--- src/rtl/psion_fb_arbiter.sv ---
// Frame-buffer RAM arbiter: scan reads > clear sequencer > writers A/B, one RAM slot per cycle.
// Optional macro PSION_FB_RR_EN selects round-robin between A and B (default: A has fixed priority).
module psion_fb_arbiter #(
   parameter int                ADDR_W      = 11,
   parameter int                DATA_W      = 8,
   parameter logic [DATA_W-1:0] CLEAR_VALUE = 8'h00
) (
   input  logic              clk,
   input  logic              reset_n,
   input  logic              scan_req,
   input  logic [ADDR_W-1:0] scan_addr,
   output logic              scan_valid,
   output logic [DATA_W-1:0] scan_data,
   input  logic              wa_valid,
   output logic              wa_ready,
   input  logic [ADDR_W-1:0] wa_addr,
   input  logic [DATA_W-1:0] wa_data,
   input  logic              wb_valid,
   output logic              wb_ready,
   input  logic [ADDR_W-1:0] wb_addr,
   input  logic [DATA_W-1:0] wb_data,
   input  logic              clear_req,
   output logic              clear_busy,
   output logic [ADDR_W-1:0] mem_addr,
   output logic              mem_we,
   output logic [DATA_W-1:0] mem_wdata,
   input  logic [DATA_W-1:0] mem_rdata,
   output logic [15:0]       wr_count
);

   typedef enum logic {ST_IDLE, ST_CLEAR} clr_state_t;

   clr_state_t        clr_state;
   logic [ADDR_W-1:0] clear_addr;
   logic              slot_free;
   logic              grant_a;
   logic              grant_b;
   logic              rd_p1;
   logic              rd_p2;

   // The clear FSM state is visible directly as clear_busy.
   assign clear_busy = (clr_state == ST_CLEAR);
   assign slot_free  = !scan_req && !clear_busy;

   // Handshake: a write transfers in any cycle where valid && ready; ready is a function of
   // scan_req, clear_busy, both valids and the pointer only, never of the writer's addr/data.
`ifdef PSION_FB_RR_EN
   logic rr_ptr;  // 0 = A is favoured, 1 = B is favoured

   assign grant_a = slot_free && wa_valid && (!wb_valid || !rr_ptr);
   assign grant_b = slot_free && wb_valid && (!wa_valid ||  rr_ptr);

   always_ff @(posedge clk or negedge reset_n) begin
      if (!reset_n) begin
         rr_ptr <= 1'b0;
      end else if (grant_a) begin
         rr_ptr <= 1'b1;
      end else if (grant_b) begin
         rr_ptr <= 1'b0;
      end
   end
`else
   assign grant_a = slot_free && wa_valid;
   assign grant_b = slot_free && wb_valid && !wa_valid;
`endif

   // Readies are forced low while reset is asserted so every output reads 0 in reset.
   assign wa_ready = grant_a && reset_n;
   assign wb_ready = grant_b && reset_n;

   always_ff @(posedge clk or negedge reset_n) begin
      if (!reset_n) begin
         clr_state  <= ST_IDLE;
         clear_addr <= '0;
         mem_addr   <= '0;
         mem_we     <= 1'b0;
         mem_wdata  <= '0;
         rd_p1      <= 1'b0;
         rd_p2      <= 1'b0;
         scan_valid <= 1'b0;
         scan_data  <= '0;
         wr_count   <= '0;
      end else begin
         rd_p1      <= scan_req;
         rd_p2      <= rd_p1;
         scan_valid <= rd_p2;
         if (rd_p2) begin
            scan_data <= mem_rdata;
         end

         mem_we <= 1'b0;
         if (scan_req) begin
            mem_addr <= scan_addr;
         end else if (clear_busy) begin
            mem_addr   <= clear_addr;
            mem_we     <= 1'b1;
            mem_wdata  <= CLEAR_VALUE;
            clear_addr <= clear_addr + 1'b1;
            if (clear_addr == '1) begin
               clr_state <= ST_IDLE;
            end
         end else if (grant_a) begin
            mem_addr  <= wa_addr;
            mem_we    <= 1'b1;
            mem_wdata <= wa_data;
         end else if (grant_b) begin
            mem_addr  <= wb_addr;
            mem_we    <= 1'b1;
            mem_wdata <= wb_data;
         end

         // A clear request while already clearing is dropped.
         if (clr_state == ST_IDLE && clear_req) begin
            clr_state  <= ST_CLEAR;
            clear_addr <= '0;
         end

         if ((grant_a || grant_b) && wr_count != 16'hFFFF) begin
            wr_count <= wr_count + 16'd1;
         end
      end
   end

endmodule

--- config.mk ---
export PLATFORM = sky130hd
export DESIGN_NAME = psion_fb_arbiter
export DESIGN_NICKNAME = d
export VERILOG_FILES = /design/src/rtl/psion_fb_arbiter.sv
export SDC_FILE = /design/constraint.sdc
export NUM_CORES = 1
export LEC_CHECK = 0
export ABC_AREA = 1
export CAP_MARGIN = 15
export CELL_PAD_IN_SITES_DETAIL_PLACEMENT = 1
export CELL_PAD_IN_SITES_GLOBAL_PLACEMENT = 1
export CORE_ASPECT_RATIO = 1.2
export CORE_MARGIN = 4
export CORE_UTILIZATION = 33
export CTS_BUF_LIST = sky130_fd_sc_hd__clkbuf_4 sky130_fd_sc_hd__clkbuf_8
export CTS_CLUSTER_SIZE = 28
export DETAILED_ROUTE_END_ITERATION = 16
export PLACE_DENSITY_LB_ADDON = 0.12
export SYNTH_ARGS = -nofsm -noshare
export SYNTH_HDL_FRONTEND = slang
export SYNTH_SLANG_ARGS = --single-unit
--- constraint.sdc ---
create_clock -name clk -period 1.6 [get_ports clk]
set_input_delay 0.48 -clock clk [delete_from_list [all_inputs] [get_ports clk]]
set_output_delay 0.48 -clock clk [all_outputs]
set_load 0.01 [all_outputs]
==> impl_metrics.toml <==
[critical_path]
critical_path.endpoint = "wb_ready"
cp-start-kind = "primary input"
critPathCaptureType = "output pin"
ff2ff_path_depth = 9
timing.critical_path.from = "wb_valid"
path_class = "in -> out"
timing.critical_path.required_ns = 1.12
critical_path_peak_fanout = 2
reg2reg_from = "wr_count[1]"
arrival_ns = 1.31
r2r_slack_ns = 0.09
worstReg2RegEnd = "wr_count[9]"

[power_and_ir_drop]
powerDensity_mw_per_mm2 = 858
leakagePower_nw = 2.37
peakVddDrop_v = 0.000426

[sta]
fin_skew_ns = 0.0131
hold_violations = 0
rsz0062_at_grt = "true"
maxSlewHeadroom_pct = 48.5
finalMaxSlewViolations = 0
fin_crit_ns = 1.79
fmax_ghz = 0.557
tightestPinTransition_ns = 0.773
finalCritPeriodShare_pct = 112
finalSetupViolCount = 2
layout_setup_ws_ns = -0.194

[clocking]
root_buffer = "clkbuf_8"
clock_sinks = 59
cts-buffers-inserted = 9
clk_pin_slew_ns = 0.08
cts_tree = "built"
cts_buffer_depth = 2
clk_latency_ns = 0.36
htreeDepth = 3

[cells_and_area]
final_cell_count_no_fill = 705
drive_gt1_share_pct = 19.2
n_antenna_cell = 0
multiInputGateArea_mm2 = 0.00163
fillers = 1212
fin_nets = 642
area_delta_synth_final_pct = 54.1
final_util_pct = 52.1
regArea_mm2 = 0.00148

[synth]
synth_ff_type = "dfrtp_1"
async_flop_share_pct = 100
synth_edf_count = 0
yosys.area.top_type_share_pct = 45.6
synth_cell_types = 31
ys_seq_elements = 59
synth_warnings = 0
synth.avg_cell_area_um2 = 7.60
syn_area_mm2 = 0.00324
syn-num-nets = 491
syn_inst = 426
ys_seq_area_share_pct = 45.6
synth_top_cells_by_count = "nand2_1 (156), dfrtp_1 (59), nor2_1 (43)"
synth_most_common_cell = "nand2_1"
synth_area_leaders = "dfrtp_1 (46%), nand2_1 (18%), o21ai_0 (5.4%)"
yosys.area.top_type = "dfrtp_1"

[global_route]
grt_usage_pct = 19.6
grt_pass1_wl_mm = 17.5
grt_pass1_vias = 3643
grt_overflow = 0
antenna_found_initial = 0
grt_max_degree = 60

[floorplan]
pin_count = 111
core_mm2 = 0.00956
dieArea_mm2 = 0.0115
die_height_um = 116
rows = 39
start_util_pct = 33.8
die_x_um = 98.4

[detailed_routing]
dr.pass1.iters = 4
ant_nets = 0
wl_per_cell_um = 15.5
vias = 3428
drcViolationCount = 0
routed_via_density = 4.86
drt_iter0_drc = 100
wl_mm = 10.9

[placed_design]
portBuffers = 110
place_congestion = 0.831
place_ws_ns = -0.765
dp_hpwl_mm = 8.25
place_inst = 672

[run]
maxCapViolCount = 0

[outcome]
violations = "negative setup slack"
status = "finished with violations"

[min_path]
worstHoldPathType = "in -> async"
timing repair:
action	4_1_cts	5_1_grt
pin swaps	2	4
gates resized for setup	68	25
endpoints found under the setup margin	93	24
hold buffers	0	0
setup buffers	13	5
gates cloned	0	0
endpoints found under the hold margin	0	0
kinds of logic after synthesis:
family,after synthesis,share of synthesized area (%)
adders and majority gates,2,0.773
DFF,59,45.6
xor gates and xnor gates,5,1.35
muxes,8,2.78
buffers and inverters,45,6.07
and+or+nand+nor,244,31.2
AOI/OAI and AO/OA,63,12.1
report_power, final:
part	switching [W]	total, W	internal (W)
sequential	0.000155	0.00181	0.00165
clock	0.000679	0.00156	0.000883
combinational	0.000448	0.000910	0.000462
total	0.00128	0.00428	0.00300
worst min-delay path by stage:
stage	endpoint	from	depth (start not counted)
global placement	rd_p2	rd_p1	0
CTS	rd_p2	rd_p1	0
floorplan	clear_addr[0]	reset_n	0
finish	scan_data[2]	reset_n	2
detailed placement	rd_p2	rd_p1	0
global route	rd_p2	rd_p1	0
flip-flops by register name (all words and copies together), names as in the netlist:
signal      count
mem_addr       11
clear_busy      1
rd_p2           1
scan_valid      1
mem_wdata       8
scan_data       8
mem_we          1
clear_addr     11
wr_count       16
rd_p1           1
worst max-delay path, stage by stage:
cell and delay [ns]:
clkdlybuf4s50_1 0.50, nand3_2 0.09, nor2_2 0.11, buf_2 0.14
cells in the final DEF, fill, tap and decap left out, types with 4 or more instances in the layout:
| cell type | Yosys | final |
|---|---|---|
| dfrtp_1 | 59 | 56 |
| o21ai_2 | 9 | 9 |
| o21ai_0 | 35 | 34 |
| nand2_1 | 156 | 151 |
| nor2_2 | 2 | 7 |
| clkdlybuf4s50_1 | 0 | 59 |
| buf_2 | 4 | 5 |
| buf_4 | 0 | 38 |
| clkbuf_8 | 0 | 9 |
| nor2_1 | 43 | 37 |
| o211ai_1 | 6 | 6 |
| inv_1 | 29 | 29 |
| nand3_1 | 26 | 25 |
| nand4_1 | 8 | 8 |
| o21ai_1 | 4 | 5 |
| mux2_2 | 8 | 8 |
| dlygate4sd2_1 | 0 | 42 |
| nand2_2 | 5 | 10 |
| clkdlybuf4s15_1 | 0 | 4 |
metal layers:
layer / global-route usage [%] / routed length (µm)
met2: 36.9 / 5880
met4: 8.83 / 342
met1: 20.9 / 4270
met3: 4.36 / 439
met5: 0 / 0
final cells by class:
cell class	count	share of cell area, %
Timing Repair Buffer	152	27.5
Clock inverter	7	2.01
Sequential cell	59	29.7
Tap cell	123	3.09
Inverter	33	2.66
Multi-Input combinational cell	322	32.6
Clock buffer	9	2.48
metrics by stage:
step                hold WS (ns)  power (W)  TNS, ns  instance area (µm²)
floorplan                  0.184    0.00218        0                 3240
global placement           0.335    0.00271   -21.81                 4610
detailed placement         0.348    0.00275   -22.78                 4610
CTS                        0.357    0.00430   -0.268                 4880
global route               0.363    0.00452   -0.700                 4990
finish                     0.353    0.00428   -0.360                 4990
No activity file was read; power rests on OpenSTA's default activity.
